===== src/rtl/layer_chain_sequencer.sv =====
// Launches layer kernels one at a time in index order with chain-style handshakes.
// Bypassed stages are skipped, hung stages time out, and run latency is reported.
module layer_chain_sequencer #(
  parameter int NUM_STAGES = 8,
  parameter int IDX_W      = 3,
  parameter int CNT_W      = 16
) (
  input  logic                  ap_clk,
  input  logic                  ap_rst_n,
  input  logic                  ap_start,
  output logic                  ap_ready,
  output logic                  ap_done,
  output logic                  ap_idle,
  input  logic                  ap_continue,
  input  logic [NUM_STAGES-1:0] bypass_mask,
  input  logic [CNT_W-1:0]      timeout_limit,
  output logic [NUM_STAGES-1:0] stage_start,
  input  logic [NUM_STAGES-1:0] stage_done,
  output logic [IDX_W-1:0]      cur_stage,
  output logic                  err,
  output logic [CNT_W-1:0]      total_cycles
);

  typedef enum logic [1:0] {
    S_IDLE  = 2'd0,
    S_RUN   = 2'd1,
    S_DONE  = 2'd2,
    S_ERROR = 2'd3
  } state_t;

  state_t                r_state;
  logic [NUM_STAGES-1:0] r_mask;
  logic [CNT_W-1:0]      r_limit;
  logic [IDX_W-1:0]      r_cur;
  logic [NUM_STAGES-1:0] r_start;
  logic [CNT_W-1:0]      r_cnt;
  logic [CNT_W-1:0]      r_total;

  state_t                w_state_nxt;
  logic [NUM_STAGES-1:0] w_mask_nxt;
  logic [CNT_W-1:0]      w_limit_nxt;
  logic [IDX_W-1:0]      w_cur_nxt;
  logic [NUM_STAGES-1:0] w_start_nxt;
  logic [CNT_W-1:0]      w_cnt_nxt;
  logic [CNT_W-1:0]      w_total_nxt;

  logic [IDX_W:0]        w_first;
  logic [IDX_W:0]        w_after;
  logic [IDX_W:0]        w_after_from;
  logic [CNT_W-1:0]      w_total_inc;
  logic                  w_active;
  logic                  w_cur_done;
  logic                  w_timeout;

  // Lowest non-bypassed index at or above 'first'; MSB of the result flags a hit.
  function automatic logic [IDX_W:0] f_next_stage(input logic [NUM_STAGES-1:0] mask,
                                                   input logic [IDX_W:0] first);
    logic [IDX_W:0] res;
    res = {(IDX_W+1){1'b0}};
    for (int i = NUM_STAGES - 1; i >= 0; i--) begin
      if ((i >= int'(first)) && !mask[i]) begin
        res = {1'b1, IDX_W'(i)};
      end
    end
    return res;
  endfunction

  function automatic logic [NUM_STAGES-1:0] f_onehot(input logic [IDX_W-1:0] idx);
    return {{(NUM_STAGES-1){1'b0}}, 1'b1} << idx;
  endfunction

  assign w_after_from = {1'b0, r_cur} + {{IDX_W{1'b0}}, 1'b1};
  assign w_first      = f_next_stage(bypass_mask, {(IDX_W+1){1'b0}});
  assign w_after      = f_next_stage(r_mask, w_after_from);
  assign w_total_inc  = (r_total == {CNT_W{1'b1}}) ? r_total : r_total + {{(CNT_W-1){1'b0}}, 1'b1};
  // An all-zero start vector in RUN is the one-cycle gap before the next launch.
  assign w_active     = |r_start;
  assign w_cur_done   = stage_done[r_cur];
  assign w_timeout    = (r_limit != {CNT_W{1'b0}}) &&
                        (r_cnt == r_limit - {{(CNT_W-1){1'b0}}, 1'b1});

  // Next-state and datapath update for the run sequencer.
  always_comb begin
    w_state_nxt = r_state;
    w_mask_nxt  = r_mask;
    w_limit_nxt = r_limit;
    w_cur_nxt   = r_cur;
    w_start_nxt = r_start;
    w_cnt_nxt   = r_cnt;
    w_total_nxt = r_total;
    ap_ready    = 1'b0;
    case (r_state)
      S_IDLE: begin
        if (ap_start) begin
          ap_ready    = 1'b1;
          w_mask_nxt  = bypass_mask;
          w_limit_nxt = timeout_limit;
          w_total_nxt = {CNT_W{1'b0}};
          w_cnt_nxt   = {CNT_W{1'b0}};
          if (w_first[IDX_W]) begin
            w_cur_nxt   = w_first[IDX_W-1:0];
            w_start_nxt = f_onehot(w_first[IDX_W-1:0]);
            w_state_nxt = S_RUN;
          end else begin
            w_cur_nxt   = {IDX_W{1'b0}};
            w_start_nxt = {NUM_STAGES{1'b0}};
            w_state_nxt = S_DONE;
          end
        end else begin
          w_state_nxt = S_IDLE;
        end
      end
      S_RUN: begin
        w_total_nxt = w_total_inc;
        if (!w_active) begin
          w_start_nxt = f_onehot(r_cur);
          w_cnt_nxt   = {CNT_W{1'b0}};
        end else if (w_cur_done) begin
          // Done is checked before timeout so a completing stage never errors.
          w_start_nxt = {NUM_STAGES{1'b0}};
          if (w_after[IDX_W]) begin
            w_cur_nxt = w_after[IDX_W-1:0];
          end else begin
            w_state_nxt = S_DONE;
          end
        end else if (w_timeout) begin
          w_start_nxt = {NUM_STAGES{1'b0}};
          w_state_nxt = S_ERROR;
        end else begin
          w_cnt_nxt = r_cnt + {{(CNT_W-1){1'b0}}, 1'b1};
        end
      end
      S_DONE, S_ERROR: begin
        w_start_nxt = {NUM_STAGES{1'b0}};
        if (ap_continue) begin
          w_state_nxt = S_IDLE;
        end else begin
          w_state_nxt = r_state;
        end
      end
      default: begin
        w_state_nxt = S_IDLE;
        w_start_nxt = {NUM_STAGES{1'b0}};
      end
    endcase
  end

  // State and datapath registers with synchronous active-low reset.
  always_ff @(posedge ap_clk) begin
    if (!ap_rst_n) begin
      r_state <= S_IDLE;
      r_mask  <= {NUM_STAGES{1'b0}};
      r_limit <= {CNT_W{1'b0}};
      r_cur   <= {IDX_W{1'b0}};
      r_start <= {NUM_STAGES{1'b0}};
      r_cnt   <= {CNT_W{1'b0}};
      r_total <= {CNT_W{1'b0}};
    end else begin
      r_state <= w_state_nxt;
      r_mask  <= w_mask_nxt;
      r_limit <= w_limit_nxt;
      r_cur   <= w_cur_nxt;
      r_start <= w_start_nxt;
      r_cnt   <= w_cnt_nxt;
      r_total <= w_total_nxt;
    end
  end

  assign ap_idle      = (r_state == S_IDLE);
  assign ap_done      = (r_state == S_DONE);
  assign err          = (r_state == S_ERROR);
  assign stage_start  = r_start;
  assign cur_stage    = r_cur;
  assign total_cycles = r_total;

endmodule


===== config.mk =====
export PLATFORM = sky130hd
export DESIGN_NAME = layer_chain_sequencer
export DESIGN_NICKNAME = d
export VERILOG_FILES = /design/src/rtl/layer_chain_sequencer.sv
export SDC_FILE = /design/constraint.sdc
export NUM_CORES = 1
export LEC_CHECK = 0
export ABC_AREA = 1
export CORE_MARGIN = 3
export CORE_UTILIZATION = 30
export DETAILED_ROUTE_END_ITERATION = 8
export RECOVER_POWER = 25
export SLEW_MARGIN = 20
export SYNTH_ARGS = -nofsm -noshare
export SYNTH_HDL_FRONTEND = slang
export SYNTH_SLANG_ARGS = --single-unit

===== constraint.sdc =====
create_clock -name ap_clk -period 2 [get_ports ap_clk]
set_input_delay 0.2 -clock ap_clk [delete_from_list [all_inputs] [get_ports ap_clk]]
set_output_delay 0.2 -clock ap_clk [all_outputs]
set_load 0.03 [all_outputs]

==> summary.md, run 1 <==
| Metric | Value |
|---|---|
| DR WL/cell | `13.08 um` |
| Net Count, Synth | `782` |
| CP Data Arrival Time | `2.36 ns` |
| Tcrit/Tclk final | `1.043` |
| Synth Area per Inst | `6.079 um2` |
| Min cycle time layout | `2.086 ns` |
| GPL Wtd Cong | `0.8886` |
| Inserted Diodes | `0` |
| Clk pin slew, worst setup/hold paths | `0.07 ns` |
| Max-slew violations | `0` |
| Synth-to-layout area growth | `45.30%` |
| Routed WL | `13.81 mm` |
| Final worst setup slack | `-0.08568 ns` |
| Fill cells | `1,483` |
| Number of global-route vias before repair | `4,686` |
| Die area | `16,420 um2` |
| Syn Inst Count | `736` |
| CTS max path bufs | `2` |
| Pre-CTS setup slack | `-0.1108 ns` |
| Clock Latency Late Sink | `0.34 ns` |
| Sink Count | `69` |
| Initial antenna violation count | `0` |
| Crit path max fanout | `10` |
| Reg2reg path depth | `19` |
| Worst slew pin tran | `0.6740 ns` |
| Status | `complete, but fails checks` |
| PwrDens | `1320 nW/um2` |
| Dpl hpwl | `10.39 mm` |
| GRT overflow | `0` |
| IO Count | `67` |
| Maximum clock skew at final layout | `0.008583 ns` |
| Worst slew margin | `0.5496` |
| Worst r2r dst | `r_cnt[8]$_SDFFE_PN0P_` |
| Horiz. Die Dim | `128.1 um` |
| YS warnings | `0` |
| GRT Total Usage | `0.1677` |
| Most common flop cell mapped by yosys | `dfxtp_1` |
| Reg2reg setup slack | `-0.09 ns` |
| Hold_sp | `timeout_limit[15]` |
| Number of max-cap violations | `0` |
| Most numerous cell in the Yosys netlist | `nand2_1` |
| Max Freq | `479.5 MHz` |
| Crit path capture type | `flop` |
| CTS tree | `yes` |
| Hold Vio Cnt, Final | `0` |
| First DRT Iteration DRCs | `232` |
| Maximum VDD drop | `0.5114 mV` |
| Top cell by count, worst path | `nand2_1` |
| Post-synth ARST share | `0` |
| CP top delay family | `simple AND/OR/NAND/NOR gates` |
| Post-synth EDFFs | `0` |
| Area after DPL | `5797 um2` |
| R2r startpoint | `r_limit[1]$_SDFFE_PN0P_` |
| Cell taking the most area after synthesis | `dfxtp_1` |
| # DRC | `0` |
| DRT Pass-1 Iters | `5` |
| Synth cell count leaders | `nand2_1, nor2_1, inv_1` |
| First-pass GRT wire length | `22.38 mm` |
| Cell variety after synth | `39` |
| Failing checks | `setup timing` |
| Synth top area share | `0.3087` |
| CP bufs+invs | `4` |
| CP max stage delay | `0.34 ns` |
| Initial Util | `0.3067` |
| Setup_tns | `-1.503 ns` |
| Port bufs | `66` |
| Via density | `4.722` |
| Worst path required time | `2.27 ns` |
| Final setup viols | `25` |
| Root Buffer | `clkbuf_16` |
| RSZ-0062 raised after global routing | `true` |
| Setup CP Type | `reg2reg` |
| Share of post-route cells with drive strength above 1 | `0.1995` |
| Final Net Count | `913` |
| Largest net degree at the start of global routing | `34` |
| Antenna viol nets, final | `0` |
| Startpoint types | `flop` |
| Hold EP | `r_limit[15]$_SDFFE_PN0P_` |
| Height of the die | `128.1 um` |
| Row count | `44` |
| Crit-path cells | `inv_2 > ha_4 > inv_2 > nand2_1 > nand2_1 > nor2_1 > nand2_1 > nor2_1 > nand2_1 > inv_1 > nand2_1 > nor2_2 > nand3_4 > nand2_4 > nand2_8 > buf_12 > nand2_1 > nand2_1 > nor2_1` |
| Core Area | `14,590 um2` |
| H-tree depth | `3` |
| CTS Buf Count | `9` |
| Synthesis-stage register bit count | `69` |
| Min-delay worst type | `in2reg` |
| Vias | `4,986` |
| Slowest stage cell, crit path | `dfxtp_2` |
| Cell depth of the worst min-delay path | `3` |
| Cell area after layout | `6501 um2` |
| Sequential share of the synthesized area | `0.3087` |
| Most area-consuming cells after synthesis | `dfxtp_1, nand2_1, nor2_1, inv_1, nand3_1` |
| Mapped cell area | `4474 um2` |
| Design Power | `0.008581 W` |
| Leak | `2.847 nW` |
[report_power, final]
part	total [W]	leakage [nW]	switching [W]	internal, W
logic	0.00489	2.13	0.00280	0.00209
clock network	0.00169	0.153	0.000697	0.000988
registers	0.00200	0.568	0.000311	0.00169
total	0.00858	2.85	0.00381	0.00477
[cell families after synthesis]
kind of cell,after synthesis,share of synthesized area
AND/OR/NAND/NOR,400,0.3778
flip-flops,69,0.3087
buffers and inverters,115,0.1023
AO/OA/AOI/OAI,125,0.1499
adder cells (fa/ha/maj),10,0.02796
XOR/XNOR,17,0.03328
[routing by layer]
metal	wire length [um]	vias to the layer above	GRT usage
li1	-	2631	-
met1	6369	2237	0.2142
met2	6689	106	0.2884
met3	577	12	0.03375
met4	176	0	0.04370
met5	0	-	0
[per-stage QoR]
step                      hold slack [ns]  utilization  std cells
after floorplan                    0.3349            -        736
after detailed placement           0.4586       0.3973       1031
after global placement             0.4544       0.3973       1031
after global routing               0.4700       0.4456       1056
final                              0.4504       0.4456       1056
after CTS                          0.4493       0.4293       1052
[placed cells by master (no fill, tap or decap), types with 2 or more instances in the layout]
cell type / n
dfxtp_2: 6
nor3_1: 16
nor2_1: 118
or2_2: 2
o21ai_1: 7
buf_12: 2
buf_4: 68
o21ai_0: 45
xor2_1: 9
inv_6: 3
nand4_1: 5
nor2_2: 9
nand3_1: 46
xnor2_1: 8
buf_16: 2
a31oi_1: 3
o21bai_1: 2
nand3_2: 11
nor2_4: 4
o31ai_1: 2
inv_1: 85
a21oi_1: 48
nand3_4: 2
ha_2: 2
nand2_2: 15
nand2_1: 156
ha_1: 4
o22ai_1: 2
dfxtp_1: 62
nand2_4: 6
a21oi_2: 6
inv_2: 8
nor4_1: 3
ha_4: 4
clkdlybuf4s50_1: 65
clkbuf_16: 10
a211oi_1: 4
[sequential cells by signal (all words and copies together), names as in the netlist]
| name | flops |
|---|---|
| r_cnt | 16 |
| r_limit | 16 |
| total_cycles | 16 |
| r_mask | 8 |
| stage_start | 8 |
| cur_stage | 3 |
| r_state | 2 |
[cell type report]
cell class,instances,area [um2],share of cell area
Multi-Input combinational cell,552,2904,0.4467
Sequential cell,69,1393,0.2142
Timing Repair Buffer,141,1313,0.2019
Inverter,94,355.3,0.05466
Tap cell,184,230.2,0.03541
Clock buffer,9,225.2,0.03464
Clock inverter,7,81.33,0.01251
[worst min-delay path, stage by stage]
cell and delay [ns]:
clkdlybuf4s50_1 0.41, nor2_1 0.10, nor2_1 0.05
[what timing repair did]
item | in CTS | in global routing
setup endpoints to repair | 28 | 33
hold buffers | 0 | 0
gates cloned | 2 | 1
pin swaps | 2 | 6
buffers inserted | 4 | 3
gates resized for setup | 28 | 59
[how the worst max path moves through the flow]
stage	startpoint	endpoint	slack (ns)	depth (start not counted)
global route	r_limit[1]$_SDFFE_PN0P_	r_cnt[4]$_SDFFE_PN0P_	-0.28	19
global placement	cur_stage[0]$_SDFFE_PN0P_	cur_stage[0]$_SDFFE_PN0P_	-0.09	14
floorplan	cur_stage[0]$_SDFFE_PN0P_	cur_stage[2]$_SDFFE_PN0P_	0.005	12
finish	r_limit[1]$_SDFFE_PN0P_	r_cnt[8]$_SDFFE_PN0P_	-0.09	19
CTS	r_limit[1]$_SDFFE_PN0P_	r_cnt[8]$_SDFFE_PN0P_	-0.06	19
detailed placement	r_limit[0]$_SDFFE_PN0P_	r_cnt[8]$_SDFFE_PN0P_	-0.11	17
(Power assumes the default switching activity.)
==> inputs of run 2 (changes only) <==
--- a/config.mk
+++ b/config.mk
@@ -9,6 +9,7 @@
 export CORE_MARGIN = 3
 export CORE_UTILIZATION = 30
 export DETAILED_ROUTE_END_ITERATION = 8
+export PLACE_DENSITY_LB_ADDON = 0.1
 export RECOVER_POWER = 25
 export SLEW_MARGIN = 20
 export SYNTH_ARGS = -nofsm -noshare
==> run 2 against run 1 <==
The flow still finishes with violations (setup timing). Routed wire length rose by 4.8%. Final area rose by 3.1%. Critical path depth fell by 9. Worst hold slack got worse by 0.0057 ns. Combinational power rose by 7.2%. Sequential share of layout area fell by 0.55 points. Clock power fell by 8%. Total power rose by 3.1%. Global-route usage rose by 0.87 points. Sequential power rose by 3%.
==> summary.md, run 2 (same netlist as run 1, synthesis figures left out) <==
| Metric | Value |
|---|---|
| Status | `complete, but fails checks` |
| Failing checks | `setup timing` |
| Sink Count | `69` |
| Number of max-cap violations | `0` |
| Setup_tns | `-0.8374 ns` |
| CP top delay family | `simple AND/OR/NAND/NOR gates` |
| Max-slew violations | `0` |
| IO Count | `67` |
| CTS max path bufs | `2` |
| Horiz. Die Dim | `128.1 um` |
| Worst slew pin tran | `0.6518 ns` |
| Commonest cells after routing, fill and taps aside | `nand2_1, nor2_1, inv_1, buf_4, dfxtp_1` |
| Crit path to | `r_cnt[1]$_SDFFE_PN0P_` |
| Hold Vio Cnt, Final | `0` |
| Post-layout util | `0.4594` |
| Die area | `16,420 um2` |
| R2r startpoint | `r_state[1]$_SDFFE_PN0P_` |
| Final setup viols | `25` |
| Crit-path cells | `inv_1 > nand2_1 > nor2_1 > clkbuf_2 > nor2_1 > buf_4 > nand2_1 > a21oi_2 > o21ai_2 > inv_1` |
| Largest net degree at the start of global routing | `25` |
| Height of the die | `128.1 um` |
| Startpoint types | `flop` |
| Clk pin slew, worst setup/hold paths | `0.06 ns` |
| Initial antenna violation count | `0` |
| Reg2reg path depth | `10` |
| Worst path depth | `10` |
| Leak | `2.940 nW` |
| Via density | `4.724` |
| CTS tree | `yes` |
| Reg2reg setup slack | `-0.06 ns` |
| Worst r2r dst | `r_cnt[1]$_SDFFE_PN0P_` |
| WHS | `0.4447 ns` |
| Slowest stage cell, crit path | `nor2_1` |
| Worst path required time | `2.29 ns` |
| First-pass GRT wire length | `23.31 mm` |
| # DRC | `0` |
| CP bufs+invs | `4` |
| CP Data Arrival Time | `2.35 ns` |
| Min cycle time layout | `2.063 ns` |
| DRT Pass-1 Iters | `4` |
| Vias | `5,041` |
| Dpl hpwl | `10.93 mm` |
| Crit path max fanout | `24` |
| Final worst setup slack | `-0.06311 ns` |
| GRT Total Usage | `0.1764` |
| Antenna viol nets, final | `0` |
| Min-delay worst type | `in2reg` |
| Core Area | `14,590 um2` |
| Number of global-route vias before repair | `4,823` |
| Crit path from | `r_state[1]$_SDFFE_PN0P_` |
| RSZ-0062 raised after global routing | `true` |
| Pre-CTS setup slack | `-0.1768 ns` |
| Maximum VDD drop | `0.5943 mV` |
| Tcrit/Tclk final | `1.032` |
| Hold_sp | `timeout_limit[9]` |
| First DRT Iteration DRCs | `246` |
| Maximum clock skew at final layout | `0.006743 ns` |
| Initial Util | `0.3067` |
| Synth-to-layout area growth | `49.80%` |
| Routed WL | `14.47 mm` |
| CP max stage delay | `0.48 ns` |
| Inserted Diodes | `0` |
| H-tree depth | `3` |
| CTS Hold Buffers Added | `0` |
| Port bufs | `66` |
| Clock Latency Late Sink | `0.34 ns` |
| Share of post-route cells with drive strength above 1 | `0.2344` |
| Row count | `44` |
| PwrDens | `1319 nW/um2` |
| GPL Wtd Cong | `0.8930` |
| Crit path capture type | `flop` |
| Root Buffer | `clkbuf_16` |
| Final Net Count | `924` |
| CTS Buf Count | `9` |
| Most common cell after layout, fill and taps aside | `nand2_1` |
| Setup CP Type | `reg2reg` |
| DR WL/cell | `13.57 um` |
| GRT overflow | `0` |
| Design Power | `0.008844 W` |
| Max Freq | `484.7 MHz` |
| Worst slew margin | `0.5644` |
[run 2: changes by cell type in the layout (fill, tap and decap cells not counted), moves of 3 or more]
| cell | delta |
|---|---|
| dfxtp_1 | -3 |
| dlygate4sd3_1 | +10 |
| clkdlybuf4s50_1 | -10 |
| nand3_2 | +7 |
| buf_6 | +6 |
| nor2_2 | +3 |
| a21oi_2 | +4 |
| nor2_1 | -4 |
| nand3_1 | -6 |
| buf_4 | +4 |
| nand2_4 | +4 |
| nand2_1 | -4 |
| a21oi_1 | -4 |
[run 2: worst min-delay path by stage]
stage,slack (ns),cells past startpoint,to
floorplan,0.33,2,r_mask[2]$_SDFFE_PN0P_
global placement,0.45,2,total_cycles[4]$_SDFFE_PN0P_
detailed placement,0.45,2,r_mask[6]$_SDFFE_PN0P_
CTS,0.43,3,r_limit[9]$_SDFFE_PN0P_
global route,0.47,3,r_limit[10]$_SDFFE_PN0P_
finish,0.44,3,r_limit[9]$_SDFFE_PN0P_
[run 2: layout make-up]
type / count / area, um2
fillers: 1491 / 7886
multi-input cells: 553 / 3034
flip-flops and latches: 69 / 1399
repair buffers: 151 / 1398
inverters: 94 / 357.8
clock buffers: 11 / 242.7
well taps: 184 / 230.2
clock inverters: 5 / 41.29
[run 2: routing by layer]
metal,routed length (um),global-route usage
met4,239,0.06180
met2,7215,0.3075
met3,406,0.02583
met1,6612,0.2213
met5,0,0
[run 2: what timing repair did]
| item | CTS | global route |
|---|---|---|
| buffers inserted | 5 | 3 |
| resized for setup | 34 | 88 |
| pin swaps | 6 | 40 |
| setup endpoints to repair | 29 | 31 |
| gates cloned | 3 | 2 |
[run 2: power breakdown]
group          internal, W  switching, W  leakage, nW
logic              0.00225       0.00298         2.23
registers          0.00170      0.000345        0.569
clock network     0.000890      0.000671        0.141
[run 2: stage by stage]
step	instances	cell area (um2)
6_report	1067	6703
5_1_grt	1067	6703
4_1_cts	1062	6320
3_5_place_dp	1038	5837
3_3_place_gp	1038	5837
2_1_floorplan	736	4481
[run 2: worst min-delay path, stage by stage]
cell	delay (ns)
clkdlybuf4s50_1	0.40
nor2_1	0.10
nor2_1	0.05
==> inputs of run 3 (changes only) <==
--- a/config.mk
+++ b/config.mk
@@ -5,11 +5,9 @@
 export SDC_FILE = /design/constraint.sdc
 export NUM_CORES = 1
 export LEC_CHECK = 0
-export ABC_AREA = 1
 export CORE_MARGIN = 3
 export CORE_UTILIZATION = 30
 export DETAILED_ROUTE_END_ITERATION = 8
-export PLACE_DENSITY_LB_ADDON = 0.1
 export RECOVER_POWER = 25
 export SLEW_MARGIN = 20
 export SYNTH_ARGS = -nofsm -noshare
==> run 3 against run 2 <==
The run still ends with setup timing left. Register-to-register slack got worse by 0.62 ns. Setup slack got worse by 0.62 ns. Utilization rose by 2.8 points. Flip-flop and latch count did not move. Worst hold slack got worse by 0.046 ns. Area after synthesis fell by 5.8%. Critical path type unchanged.
==> summary.md, run 3 <==
| Metric | Value |
|---|---|
| RSZ-0062 raised after global routing | `true` |
| Simple-gate portion of the synthesized area | `0.2786` |
| Worst r2r dst | `r_cnt[5]$_SDFFE_PN0P_` |
| Failing checks | `setup timing` |
| Reg2reg path depth | `9` |
| # DRC | `0` |
| Most common cell after layout, fill and taps aside | `buf_4` |
| Synth cell count leaders | `nand2_1, dfxtp_1, a21oi_1` |
| Final Net Count | `750` |
| Net Count, Synth | `579` |
| Synthesis-stage register bit count | `69` |
| Commonest cells after routing, fill and taps aside | `buf_4, nand2_1, clkdlybuf4s50_1, dfxtp_1, a21oi_1` |
| Dpl hpwl | `9.883 mm` |
| Synth top area share | `0.3279` |
| Post-synth ARST share | `0` |
| Main combinational cell family by area after synthesis | `simple AND/OR/NAND/NOR gates` |
| Most common flop cell mapped by yosys | `dfxtp_1` |
| Maximum clock skew at final layout | `0.008649 ns` |
| Adder-Cell Fraction of Synth Area | `0.02970` |
| Hold EP | `r_limit[3]$_SDFFE_PN0P_` |
| Setup CP Type | `reg2reg` |
| Horiz. Die Dim | `124.5 um` |
| Antenna viol nets, final | `0` |
| Clock Power Share | `0.274` |
| Sw frac | `0.3610` |
| Worst path required time | `2.23 ns` |
| Max Freq | `372.6 MHz` |
| Post-layout util | `0.4877` |
| Sequential share of the synthesized area | `0.3279` |
| Int Power | `0.003542 W` |
| Xor and xnor area share after synthesis | `0.05198` |
| Max-slew violations | `0` |
| Core Area | `13,510 um2` |
| GRT Total Usage | `0.1674` |
| Mapped cell area | `4213 um2` |
| Port bufs | `66` |
| Min cycle time layout | `2.684 ns` |
| First DRT Iteration DRCs | `261` |
| Syn Inst Count | `533` |
| Worst slew margin | `0.5634` |
| CP Data Arrival Time | `2.92 ns` |
| Clock Latency Late Sink | `0.35 ns` |
| Placed cells | `852` |
| CTS tree | `yes` |
| Initial antenna violation count | `0` |
| Tcrit/Tclk final | `1.342` |
| Initial Util | `0.3119` |
| Status | `complete, but fails checks` |
| CTS max path bufs | `2` |
| GRT overflow | `0` |
| Cell variety after synth | `64` |
| GPL Wtd Cong | `0.9240` |
| First-pass GRT wire length | `21.29 mm` |
| Seq pwr share | `0.290` |
| Min-delay worst type | `in2reg` |
| Hold Vio Cnt, Final | `0` |
| Vias | `4,617` |
| Most area-consuming cells after synthesis | `dfxtp_1, nand2_1, a21oi_1, ha_1, xor2_1` |
| CTS Buf Count | `9` |
| PwrDens | `841.6 nW/um2` |
| Most numerous cell in the Yosys netlist | `nand2_1` |
| H-tree depth | `3` |
| DRT Pass-1 Iters | `5` |
| Number of max-cap violations | `0` |
| Combinational share of power | `0.436` |
| Final worst setup slack | `-0.6842 ns` |
| Sink Count | `69` |
| Crit path max fanout | `8` |
| Number of global-route vias before repair | `4,324` |
| Startpoint types | `flop` |
| Post-synth EDFFs | `0` |
| Root Buffer | `clkbuf_16` |
| Synth Area per Inst | `7.904 um2` |
| Reg2reg setup slack | `-0.68 ns` |
| Cell depth of the worst min-delay path | `3` |
| Non-Filler Instances | `885` |
| Hold_sp | `timeout_limit[3]` |
| Row count | `42` |
| Worst slew pin tran | `0.6499 ns` |
| Mux cell area share after synthesis | `0.02257` |
| YS warnings | `0` |
| Share of post-route cells with drive strength above 1 | `0.3244` |
| CTS Hold Buffers Added | `0` |
| Routed WL | `13.46 mm` |
| R2r startpoint | `r_limit[6]$_SDFFE_PN0P_` |
| Largest net degree at the start of global routing | `29` |
| Design Power | `0.005543 W` |
| Height of the die | `124.5 um` |
| DR WL/cell | `15.21 um` |
| WHS | `0.3988 ns` |
| Clk pin slew, worst setup/hold paths | `0.06 ns` |
| Maximum VDD drop | `0.6313 mV` |
| Leak | `2.551 nW` |
| IO Count | `67` |
| Inserted Diodes | `0` |
| Cell taking the most area after synthesis | `dfxtp_1` |
| Crit path capture type | `flop` |
| Die area | `15,500 um2` |
| Post-synthesis compound-gate area fraction | `0.2397` |
| Final setup viols | `31` |
| NetSw | `0.002001 W` |
| Via density | `5.217` |
| Synth-to-layout area growth | `56.34%` |
[run 3: worst max path at each step]
| stage | endpoint | slack, ns | startpoint |
|---|---|---|---|
| floorplan | r_cnt[8]$_SDFFE_PN0P_ | -0.70 | r_limit[6]$_SDFFE_PN0P_ |
| global placement | stage_start[3]$_SDFFE_PN0P_ | -0.74 | r_limit[0]$_SDFFE_PN0P_ |
| detailed placement | stage_start[6]$_SDFFE_PN0P_ | -0.83 | r_limit[0]$_SDFFE_PN0P_ |
| CTS | r_cnt[14]$_SDFFE_PN0P_ | -0.68 | r_limit[6]$_SDFFE_PN0P_ |
| global route | r_cnt[8]$_SDFFE_PN0P_ | -0.75 | r_limit[6]$_SDFFE_PN0P_ |
| finish | r_cnt[5]$_SDFFE_PN0P_ | -0.68 | r_limit[6]$_SDFFE_PN0P_ |
[run 3: cell families after synthesis]
logic type / count (synthesis)
muxes: 7
and+or+nand+nor: 231
buffers and inverters: 48
adders and majority gates: 10
AOI/OAI and AO/OA: 143
DFF: 69
xor gates and xnor gates: 25
[run 3: worst max-delay path, stage by stage (launching register included)]
cell and delay (ns):
dfxtp_1 0.31, or4_4 0.54, or4_4 0.43, a32oi_2 0.21, o22ai_2 0.12, o41ai_4 0.37, buf_4 0.22, buf_12 0.12
o21ai_1 0.06, a22o_1 0.20
[run 3: layer usage]
| metal | track usage | routed length, um |
|---|---|---|
| met4 | 0.06254 | 257 |
| met3 | 0.04031 | 689 |
| met2 | 0.2723 | 6454 |
| met1 | 0.2149 | 6055 |
| met5 | 0 | 0 |
[run 3: per-stage QoR]
stage	setup TNS, ns	cell area (um2)	worst slack (ns)
3_3_place_gp	-17.70	5887	-0.7376
4_1_cts	-15.89	6442	-0.6772
2_1_floorplan	-15.54	4320	-0.7048
6_report	-15.89	6586	-0.6842
5_1_grt	-18.82	6586	-0.7476
3_5_place_dp	-20.03	5887	-0.8296
[run 3: timing repair]
action,4_1_cts,5_1_grt
hold endpoints to repair,0,0
resized for setup,47,29
endpoints found under the setup margin,29,35
setup buffers,11,7
cloned,1,0
pin swaps,30,18
[run 3: area by class of cell]
class | count | area, um2
Timing Repair Buffer | 187 | 1618
Tap cell | 176 | 220.2
Sequential cell | 69 | 1409
Clock buffer | 10 | 229.0
Clock inverter | 6 | 46.29
Multi-Input combinational cell | 416 | 2979
Inverter | 21 | 85.08
Fill cell | 1251 | 6919
[run 3: power groups by stage]
stage | combinational, W | sequential [W] | clock, W
finish | 0.00241 | 0.00161 | 0.00152
global route | 0.00259 | 0.00163 | 0.00161
CTS | 0.00230 | 0.00160 | 0.00155
detailed placement | 0.00202 | 0.00163 | 0
global placement | 0.00199 | 0.00162 | 0
floorplan | 0.00104 | 0.00171 | 0
